File: config.mk
export PLATFORM = sky130hd
export DESIGN_NAME = pht_ctrl
export DESIGN_NICKNAME = d
export VERILOG_FILES = /design/src/rtl/pht_pkg.sv /design/src/rtl/pht_sat_ctr.sv /design/src/rtl/pht_ctrl.sv
export SDC_FILE = /design/constraint.sdc
export NUM_CORES = 1
export LEC_CHECK = 0
export CORE_MARGIN = 1.5
export CORE_UTILIZATION = 36
export DETAILED_ROUTE_END_ITERATION = 6
export PLACE_DENSITY = 0.9
export SYNTH_ARGS = -nofsm -noshare
export SYNTH_HDL_FRONTEND = slang
export SYNTH_HIERARCHICAL = 1
export SYNTH_SLANG_ARGS = --single-unit
File: constraint.sdc
create_clock -name clk -period 4.51 [get_ports clk]
set_input_delay 0.6765 -clock clk [delete_from_list [all_inputs] [get_ports clk]]
set_output_delay 0.6765 -clock clk [all_outputs]
set_load 0.01 [all_outputs]
File: src/rtl/pht_pkg.sv
// pht_pkg: shared definitions for the pattern-history-table controller.
//   PHT_ADDR_W / PHT_DATA_W : default table index and counter widths
//   ctr_t                   : 2-bit saturating counter type
//   CTR_WNT                 : weakly-not-taken value written at init
//   state_e                 : controller FSM states
package pht_pkg;
    localparam int PHT_ADDR_W = 4;
    localparam int PHT_DATA_W = 2;

    typedef logic [PHT_DATA_W-1:0] ctr_t;

    localparam ctr_t CTR_WNT = 2'b01;

    typedef enum logic [1:0] {
        INIT,
        IDLE,
        RD,
        WR
    } state_e;
endpackage

File: src/rtl/pht_sat_ctr.sv
// pht_sat_ctr: combinational saturating counter step.
//   ctr   in  W  current counter value
//   taken in  1  branch outcome
//   nxt   out W  ctr+1 when taken (stops at all-ones), ctr-1 when not
//                taken (stops at zero); never wraps
module pht_sat_ctr #(
    parameter int W = 2
) (
    input  logic [W-1:0] ctr,
    input  logic         taken,
    output logic [W-1:0] nxt
);
    always_comb begin
        nxt = ctr;
        if (taken && (ctr != '1)) begin
            nxt = ctr + W'(1);
        end else if (!taken && (ctr != '0)) begin
            nxt = ctr - W'(1);
        end
    end
endmodule

File: src/rtl/pht_ctrl.sv
// pht_ctrl: branch pattern-history-table controller around a 1R + 1RW SRAM.
//   clk, rst                    : single clock, synchronous active-high reset
//   pred_valid/pred_pc/pred_ready : prediction request; SRAM read on port 0
//   resp_valid/resp_taken/resp_ctr: prediction result one cycle later
//   upd_valid/upd_pc/upd_taken/upd_ready : resolved-branch update, done as a
//                                  read-modify-write on port 1 (IDLE->RD->WR)
//   pht_csb0/web0/addr0/dout0   : SRAM port 0 (read only)
//   pht_csb1/web1/addr1/din1/dout1: SRAM port 1 (update RMW and init fill)
// After reset the controller spends 16 cycles in INIT writing weakly-not-taken
// into every entry; the SRAM itself has no reset.
// Optional macro PHT_GSHARE_EN: index = PC bits XOR a global history register
// that shifts in each accepted update's outcome.
module pht_ctrl
    import pht_pkg::*;
#(
    parameter int ADDR_WIDTH = 4,
    parameter int DATA_WIDTH = 2,
    parameter int PC_WIDTH   = 32
) (
    input  logic                  clk,
    input  logic                  rst,
    input  logic                  pred_valid,
    input  logic [PC_WIDTH-1:0]   pred_pc,
    output logic                  pred_ready,
    output logic                  resp_valid,
    output logic                  resp_taken,
    output logic [DATA_WIDTH-1:0] resp_ctr,
    input  logic                  upd_valid,
    input  logic [PC_WIDTH-1:0]   upd_pc,
    input  logic                  upd_taken,
    output logic                  upd_ready,
    output logic                  pht_csb0,
    output logic                  pht_web0,
    output logic [ADDR_WIDTH-1:0] pht_addr0,
    input  logic [DATA_WIDTH-1:0] pht_dout0,
    output logic                  pht_csb1,
    output logic                  pht_web1,
    output logic [ADDR_WIDTH-1:0] pht_addr1,
    output logic [DATA_WIDTH-1:0] pht_din1,
    input  logic [DATA_WIDTH-1:0] pht_dout1
);
    state_e                state, state_nxt;
    logic [ADDR_WIDTH-1:0] pred_idx, upd_idx;
    logic [ADDR_WIDTH-1:0] init_cnt, lat_idx, wb_idx, resp_idx;
    logic                  lat_taken, resp_q;
    logic [DATA_WIDTH-1:0] wb_val, new_ctr;
    logic                  pred_acc, upd_acc;

    // PC bits outside the index field are intentionally ignored.
    logic unused_pc_bits;
    assign unused_pc_bits = ^{pred_pc[PC_WIDTH-1:ADDR_WIDTH+2], pred_pc[1:0],
                              upd_pc[PC_WIDTH-1:ADDR_WIDTH+2], upd_pc[1:0]};

`ifdef PHT_GSHARE_EN
    logic [ADDR_WIDTH-1:0] ghr;
    assign pred_idx = pred_pc[ADDR_WIDTH+1:2] ^ ghr;
    assign upd_idx  = upd_pc[ADDR_WIDTH+1:2] ^ ghr;
`else
    assign pred_idx = pred_pc[ADDR_WIDTH+1:2];
    assign upd_idx  = upd_pc[ADDR_WIDTH+1:2];
`endif

    pht_sat_ctr #(.W(DATA_WIDTH)) u_sat (
        .ctr   (pht_dout1),
        .taken (lat_taken),
        .nxt   (new_ctr)
    );

    // rst gates everything combinationally so nothing is issued in the
    // reset cycle itself (e.g. the RD-cycle write of an in-flight update).
    assign pred_ready = !rst && (state != INIT);
    assign upd_ready  = !rst && (state == IDLE);
    assign pred_acc   = pred_valid && pred_ready;
    assign upd_acc    = upd_valid && upd_ready;

    assign pht_web0   = 1'b1;
    assign pht_csb0   = !pred_acc;
    assign pht_addr0  = pred_idx;

    always_comb begin
        state_nxt = state;
        pht_csb1  = 1'b1;
        pht_web1  = 1'b1;
        pht_addr1 = lat_idx;
        pht_din1  = new_ctr;
        if (!rst) begin
            unique case (state)
                INIT: begin
                    pht_csb1  = 1'b0;
                    pht_web1  = 1'b0;
                    pht_addr1 = init_cnt;
                    pht_din1  = DATA_WIDTH'(CTR_WNT);
                    if (init_cnt == '1) state_nxt = IDLE;
                end
                IDLE: begin
                    if (upd_valid) begin
                        pht_csb1  = 1'b0;
                        pht_addr1 = upd_idx;
                        state_nxt = RD;
                    end
                end
                RD: begin
                    pht_csb1  = 1'b0;
                    pht_web1  = 1'b0;
                    state_nxt = WR;
                end
                WR: state_nxt = IDLE;
                default: state_nxt = INIT;
            endcase
        end
    end

    always_ff @(posedge clk) begin
        if (rst) begin
            state     <= INIT;
            init_cnt  <= '0;
            resp_q    <= 1'b0;
            resp_idx  <= '0;
            lat_idx   <= '0;
            lat_taken <= 1'b0;
            wb_idx    <= '0;
            wb_val    <= '0;
`ifdef PHT_GSHARE_EN
            ghr       <= '0;
`endif
        end else begin
            state  <= state_nxt;
            resp_q <= pred_acc;
            if (state == INIT) init_cnt <= init_cnt + ADDR_WIDTH'(1);
            if (pred_acc) resp_idx <= pred_idx;
            if (upd_acc) begin
                lat_idx   <= upd_idx;
                lat_taken <= upd_taken;
`ifdef PHT_GSHARE_EN
                ghr       <= {ghr[ADDR_WIDTH-2:0], upd_taken};
`endif
            end
            // The write issued in RD only lands in the array at the end of
            // WR, so a read issued in RD needs the value from here.
            if (state == RD) begin
                wb_idx <= lat_idx;
                wb_val <= new_ctr;
            end
        end
    end

    assign resp_valid = resp_q && !rst;
    assign resp_ctr   = ((state == WR) && (resp_idx == wb_idx)) ? wb_val : pht_dout0;
    assign resp_taken = resp_ctr[DATA_WIDTH-1];
endmodule
==> summary.txt, run 1 <==
Worst-path fanout max: 27
Actual slew at the worst max-slew pin: 0.598 ns
Fin crit period: 3.25 ns
Hold_buf cts: 0
Input/output buffers: 35
Worst hold slack: 0.499 ns
ANT cells: 0
Routability Congestion: 0.795
Tot GR Track Use: 0.147
Residual DRC: 0
Global routing usage on met3: 0.0231
Detail Route Antenna Nets: 0
Yosys top cell by area: dfxtp_1
CTS root buf: clkbuf_4
Final Non-Filler Cells: 210
Syn avg cell area: 8.63 µm²
Initial antenna violation count: 0
Filler Cell Count: 290
Gr busiest metal: met2
Yosys warns: 6
Clock insertion delay at the later pin of the skew report: 0.30 ns
Status: completed
Remaining global-route overflow: 0
Clock buffer depth: 2
RSZ-0062 raised after global routing: no
Vias in the first global route: 974
DR WL/cell: 11.9 µm
Sequential fraction of the synthesis area: 0.362
Post-CTS setup buffers: 0
Top cells by area, synth: dfxtp_1, mux2i_1, ha_1, nor2_1, buf_4
Lkg Pwr: 0.611 nW
Vias: 987
Reg clk slew, reported paths: 0.12 ns
M1 GR Usage: 0.184
# setup viols final: 0
Synthesized Nets: 222
Met2 Use GR: 0.252
Initial Util: 0.389
Setup TNS: 0 ns
Fin nets: 249
Worst reg2reg setup slack: 2.70 ns
CTS sink count: 22
H-tree depth: 1
Num CTS Buffers: 3
FP Rows: 20
Global-route wire length before repair: 4130 µm
WP data arrival: 2.57 ns
Fin. Hold Viols: 0
Die Y: 61.1 µm
First-pass iteration count of the detailed router: 4
Pwr dens: 349 nW/µm²
Max Freq: 308 MHz
Worst setup EP type: primary output
Via density: 4.70
Synth Instances: 141
Type of the worst setup path: in -> out
Hold WC Path Type: reg -> reg
Die footprint: 3740 µm²
Max cap viols: 0
Maximum ir drop on the vdd rail: 0.000174 V
Synth unique cells: 27
Core ar.: 3130 µm²
Synth Register Bits: 22
Mapped cell area: 1220 µm²
Tcrit/Tclk final: 0.720
Iter 0 DRT Violations: 48
Largest net degree at the start of global routing: 28
Setup crit start kind: input pin
CP required: 3.83 ns
Tot Pwr: 0.549 mW
CTS resizes: 0
Width of the die: 61.1 µm
DRT Wirelength: 2510 µm
Dpl cells: 207
Area Overhead vs Synth: 29.4%
Worst Skew: 0.00759 ns
CTS tree: built
Final HPWL DP: 1940 µm
Post-synth top area share: 0.362
I/O pin total: 93
Max Slew Vio Count: 0
Fraction of layout cells with a size suffix above 1: 0.0361
Slew margin rel.: 0.601
==> worst max-delay path, cell delays in order <==
cell and delay [ns]:
clkdlybuf4s50_1 0.46, buf_4 0.27, o21bai_1 0.25, a21o_1 0.19, nand2_1 0.07, o21ai_1 0.09
clkdlybuf4s50_1 0.56
==> state kept, by name (all words and copies together) (netlist names) <==
name	flops
init_cnt	4
lat_idx	4
resp_idx	4
wb_idx	4
state	2
wb_val	2
lat_taken	1
resp_q	1
==> final timing paths <==
kind	from	end	cells after the start
worst min-delay path	lat_idx[3]	lat_idx[3]	2
worst min register to register	lat_idx[3]	lat_idx[3]	2
worst max register to register	state[0]	resp_idx[0]	5
worst max-delay path	rst	pht_addr1[2]	7
==> per-layer routing <==
metal / routed length (µm) / share of wire
met1: 1160 / 0.46
met2: 1200 / 0.48
met3: 132 / 0.053
met4: 14 / 0.0056
met5: 0 / 0
==> stage by stage <==
step                setup slack (ns)   util  area, µm²
finish                          1.26  0.503       1570
global route                    1.07  0.503       1570
CTS                             1.25  0.503       1570
detailed placement              1.27  0.496       1550
global placement                1.27  0.496       1550
floorplan                       2.41      -       1220
==> report_power, final <==
part	switching, mW	internal [mW]
sequential	0.0230	0.217
clock	0.0544	0.0311
combinational	0.109	0.114
total	0.186	0.362
==> cell usage in the layout, fill, tap and decap left out, drive strengths merged <==
cell type,instances
o21ba,1
a21oi,8
xnor2,3
nand2b,2
nor2,18
o21ai,4
nand4,1
buf,1
nand2,12
clkbuf,3
a22oi,1
nor4,1
and2,2
dfxtp,22
nor2b,3
xor2,5
clkdlybuf4s50,35
a21o,2
nand3,6
ha,8
inv,6
a32oi,4
mux2,2
conb,1
mux2i,13
o21bai,2
==> cells by family after synthesis <==
group           after synthesis  share of synthesized area
other cells                   1                    0.00308
flops                        22                      0.362
buf+inv                      20                     0.0823
mux                          15                      0.126
xor+xnor                      8                     0.0576
compound gates               22                      0.118
fa+ha+maj                     8                     0.0823
simple gates                 45                      0.169
==> cell type report <==
type	instances	area, µm²	area share
inverter	6	22.5	0.0143
multi-input combinational	99	676	0.429
sequential	22	440	0.280
timing repair buffer	36	358	0.227
tap	44	55.1	0.0350
clock buffer	3	22.5	0.0143
==> cell usage after synthesis (all sizes together) <==
cell and n:
a21o 2, a21oi 8, a22oi 1, a32oi 4, and2 2, buf 8, clkbuf 6, conb 1
dfxtp 22, ha 8, inv 6, mux2 2, mux2i 13, nand2 12, nand2b 2, nand3 6
nand4 1, nor2 18, nor2b 3, nor4 1, o21ai 4, o21ba 1, o21bai 2, xnor2 3
xor2 5
No activity file was read; power rests on OpenSTA's default activity.
==> inputs of run 2 (changes only) <==
CORE_UTILIZATION = 30   (was 36)
PLACE_DENSITY = 0.81   (was 0.9)
clock period = 2.7 ns   (was 4.51 ns; I/O delays follow)
==> run 2 against run 1 <==
  * Combinational power rose by 83%
  * Utilization fell by 5.9 points
  * Setup slack got worse by 1.1 ns
  * Clock power rose to 3.6 times the previous value
  * Global-route usage fell by 1.4 points
  * Critical path type unchanged
  * Largest cell class unchanged
==> summary.txt, run 2 (synthesized netlist as in run 1, its figures left out) <==
RSZ-0062 raised after global routing: no
FP Rows: 22
Setup TNS: 0 ns
Largest net degree at the start of global routing: 17
Width of the die: 66.7 µm
Worst-path fanout max: 2
Most frequent cells in the layout: clkdlybuf4s50_1, dfxtp_1, nor2_1, mux2i_1, nand2_1
CP required: 2.30 ns
Final Core Density: 0.445
Lkg Pwr: 0.660 nW
Fin crit period: 2.54 ns
CTS root buf: clkbuf_8
Final HPWL DP: 2100 µm
Detail Route Antenna Nets: 0
Num CTS Buffers: 3
# setup viols final: 0
Worst setup EP type: primary output
Iter 0 DRT Violations: 41
Tot GR Track Use: 0.133
CTS tree: built
Residual DRC: 0
DR WL/cell: 12.3 µm
Die footprint: 4440 µm²
Die Y: 66.7 µm
Initial antenna violation count: 0
Clock buffer depth: 2
Most common cell after layout, fill and taps aside: clkdlybuf4s50_1
Area Overhead vs Synth: 37.9%
DRT Wirelength: 2700 µm
Clock insertion delay at the later pin of the skew report: 0.26 ns
Fin. Hold Viols: 0
Reg clk slew, reported paths: 0.08 ns
Routability Congestion: 0.908
Max Freq: 394 MHz
Filler Cell Count: 387
CTS sink count: 22
Max cap viols: 0
Initial Util: 0.322
Fraction of layout cells with a size suffix above 1: 0.0756
Remaining global-route overflow: 0
Global-route wire length before repair: 4570 µm
Vias: 1055
ANT cells: 0
Max incr delay on CP: 0.54 ns
First-pass iteration count of the detailed router: 4
Max Slew Vio Count: 0
Final Non-Filler Cells: 220
CP dominant cell by count: clkdlybuf4s50_1
Pwr dens: 664 nW/µm²
WP data arrival: 2.13 ns
Status: completed
Post-CTS setup buffers: 0
Core ar.: 3770 µm²
H-tree depth: 1
Setup crit start kind: input pin
Worst hold slack: 0.481 ns
Critical path, cell by cell: clkdlybuf4s50_1, inv_1, ha_1, mux2i_1, xnor2_1, nand2b_1, clkdlybuf4s50_1
Worst Skew: 0.00394 ns
Input/output buffers: 35
Maximum ir drop on the vdd rail: 0.000337 V
Slowest stage cell, crit path: clkdlybuf4s50_1
Via density: 4.80
Type of the worst setup path: in -> out
Fin nets: 254
I/O pin total: 93
Hold WC Path Type: reg -> reg
Tcrit/Tclk final: 0.940
Dpl cells: 216
Vias in the first global route: 1049
==> run 2: final timing paths <==
check	from	end	slack [ns]	cells after the start
setup / recovery	pht_dout1[0]	pht_din1[0]	0.16	7
hold reg to reg	lat_idx[2]	lat_idx[2]	0.48	2
hold / removal	lat_idx[2]	lat_idx[2]	0.48	2
setup reg to reg	state[0]	resp_idx[1]	0.92	6
==> run 2: report_power, final <==
part           internal, mW  switching, mW
clock                 0.198          0.108
sequential            0.363         0.0372
combinational         0.208          0.199
==> run 2: through the flow <==
stage                     area (µm²)  setup WS [ns]  total power [mW]
after floorplan                 1220          0.889             0.641
after global placement          1590          0.194             0.790
after detailed placement        1590          0.141             0.802
after CTS                       1670         0.0248              1.11
after global routing            1680         0.0257              1.19
final                           1680          0.162              1.11
==> run 2: layout make-up <==
class                           instances  area, µm²  area share
Sequential cell                        22        440       0.263
Clock inverter                          1       30.0      0.0179
Multi-Input combinational cell         99        687       0.410
Tap cell                               48       60.1      0.0358
Timing Repair Buffer                   41        395       0.236
Clock buffer                            3       41.3      0.0246
Inverter                                6       22.5      0.0134
==> run 2: timing repair <==
action,4_1_cts,5_1_grt
hold buffers,0,0
setup endpoints to repair,0,4
hold endpoints to repair,0,0
resized for setup,0,2
==> run 2: critical path, delay by kind of cell <==
kind | cells | cell delay (ns)
simple gates | 1 | 0.13
xor+xnor | 1 | 0.16
mux | 1 | 0.15
buf+inv | 3 | 1.09
fa+ha+maj | 1 | 0.20
==> run 2: layer usage <==
metal / routed length [µm] / track usage / vias to the layer above
li1: - / - / 528
met1: 1320 / 0.172 / 489
met2: 1210 / 0.219 / 36
met3: 163 / 0.0355 / 2
met4: 8 / 0.0332 / 0
met5: 0 / 0 / -
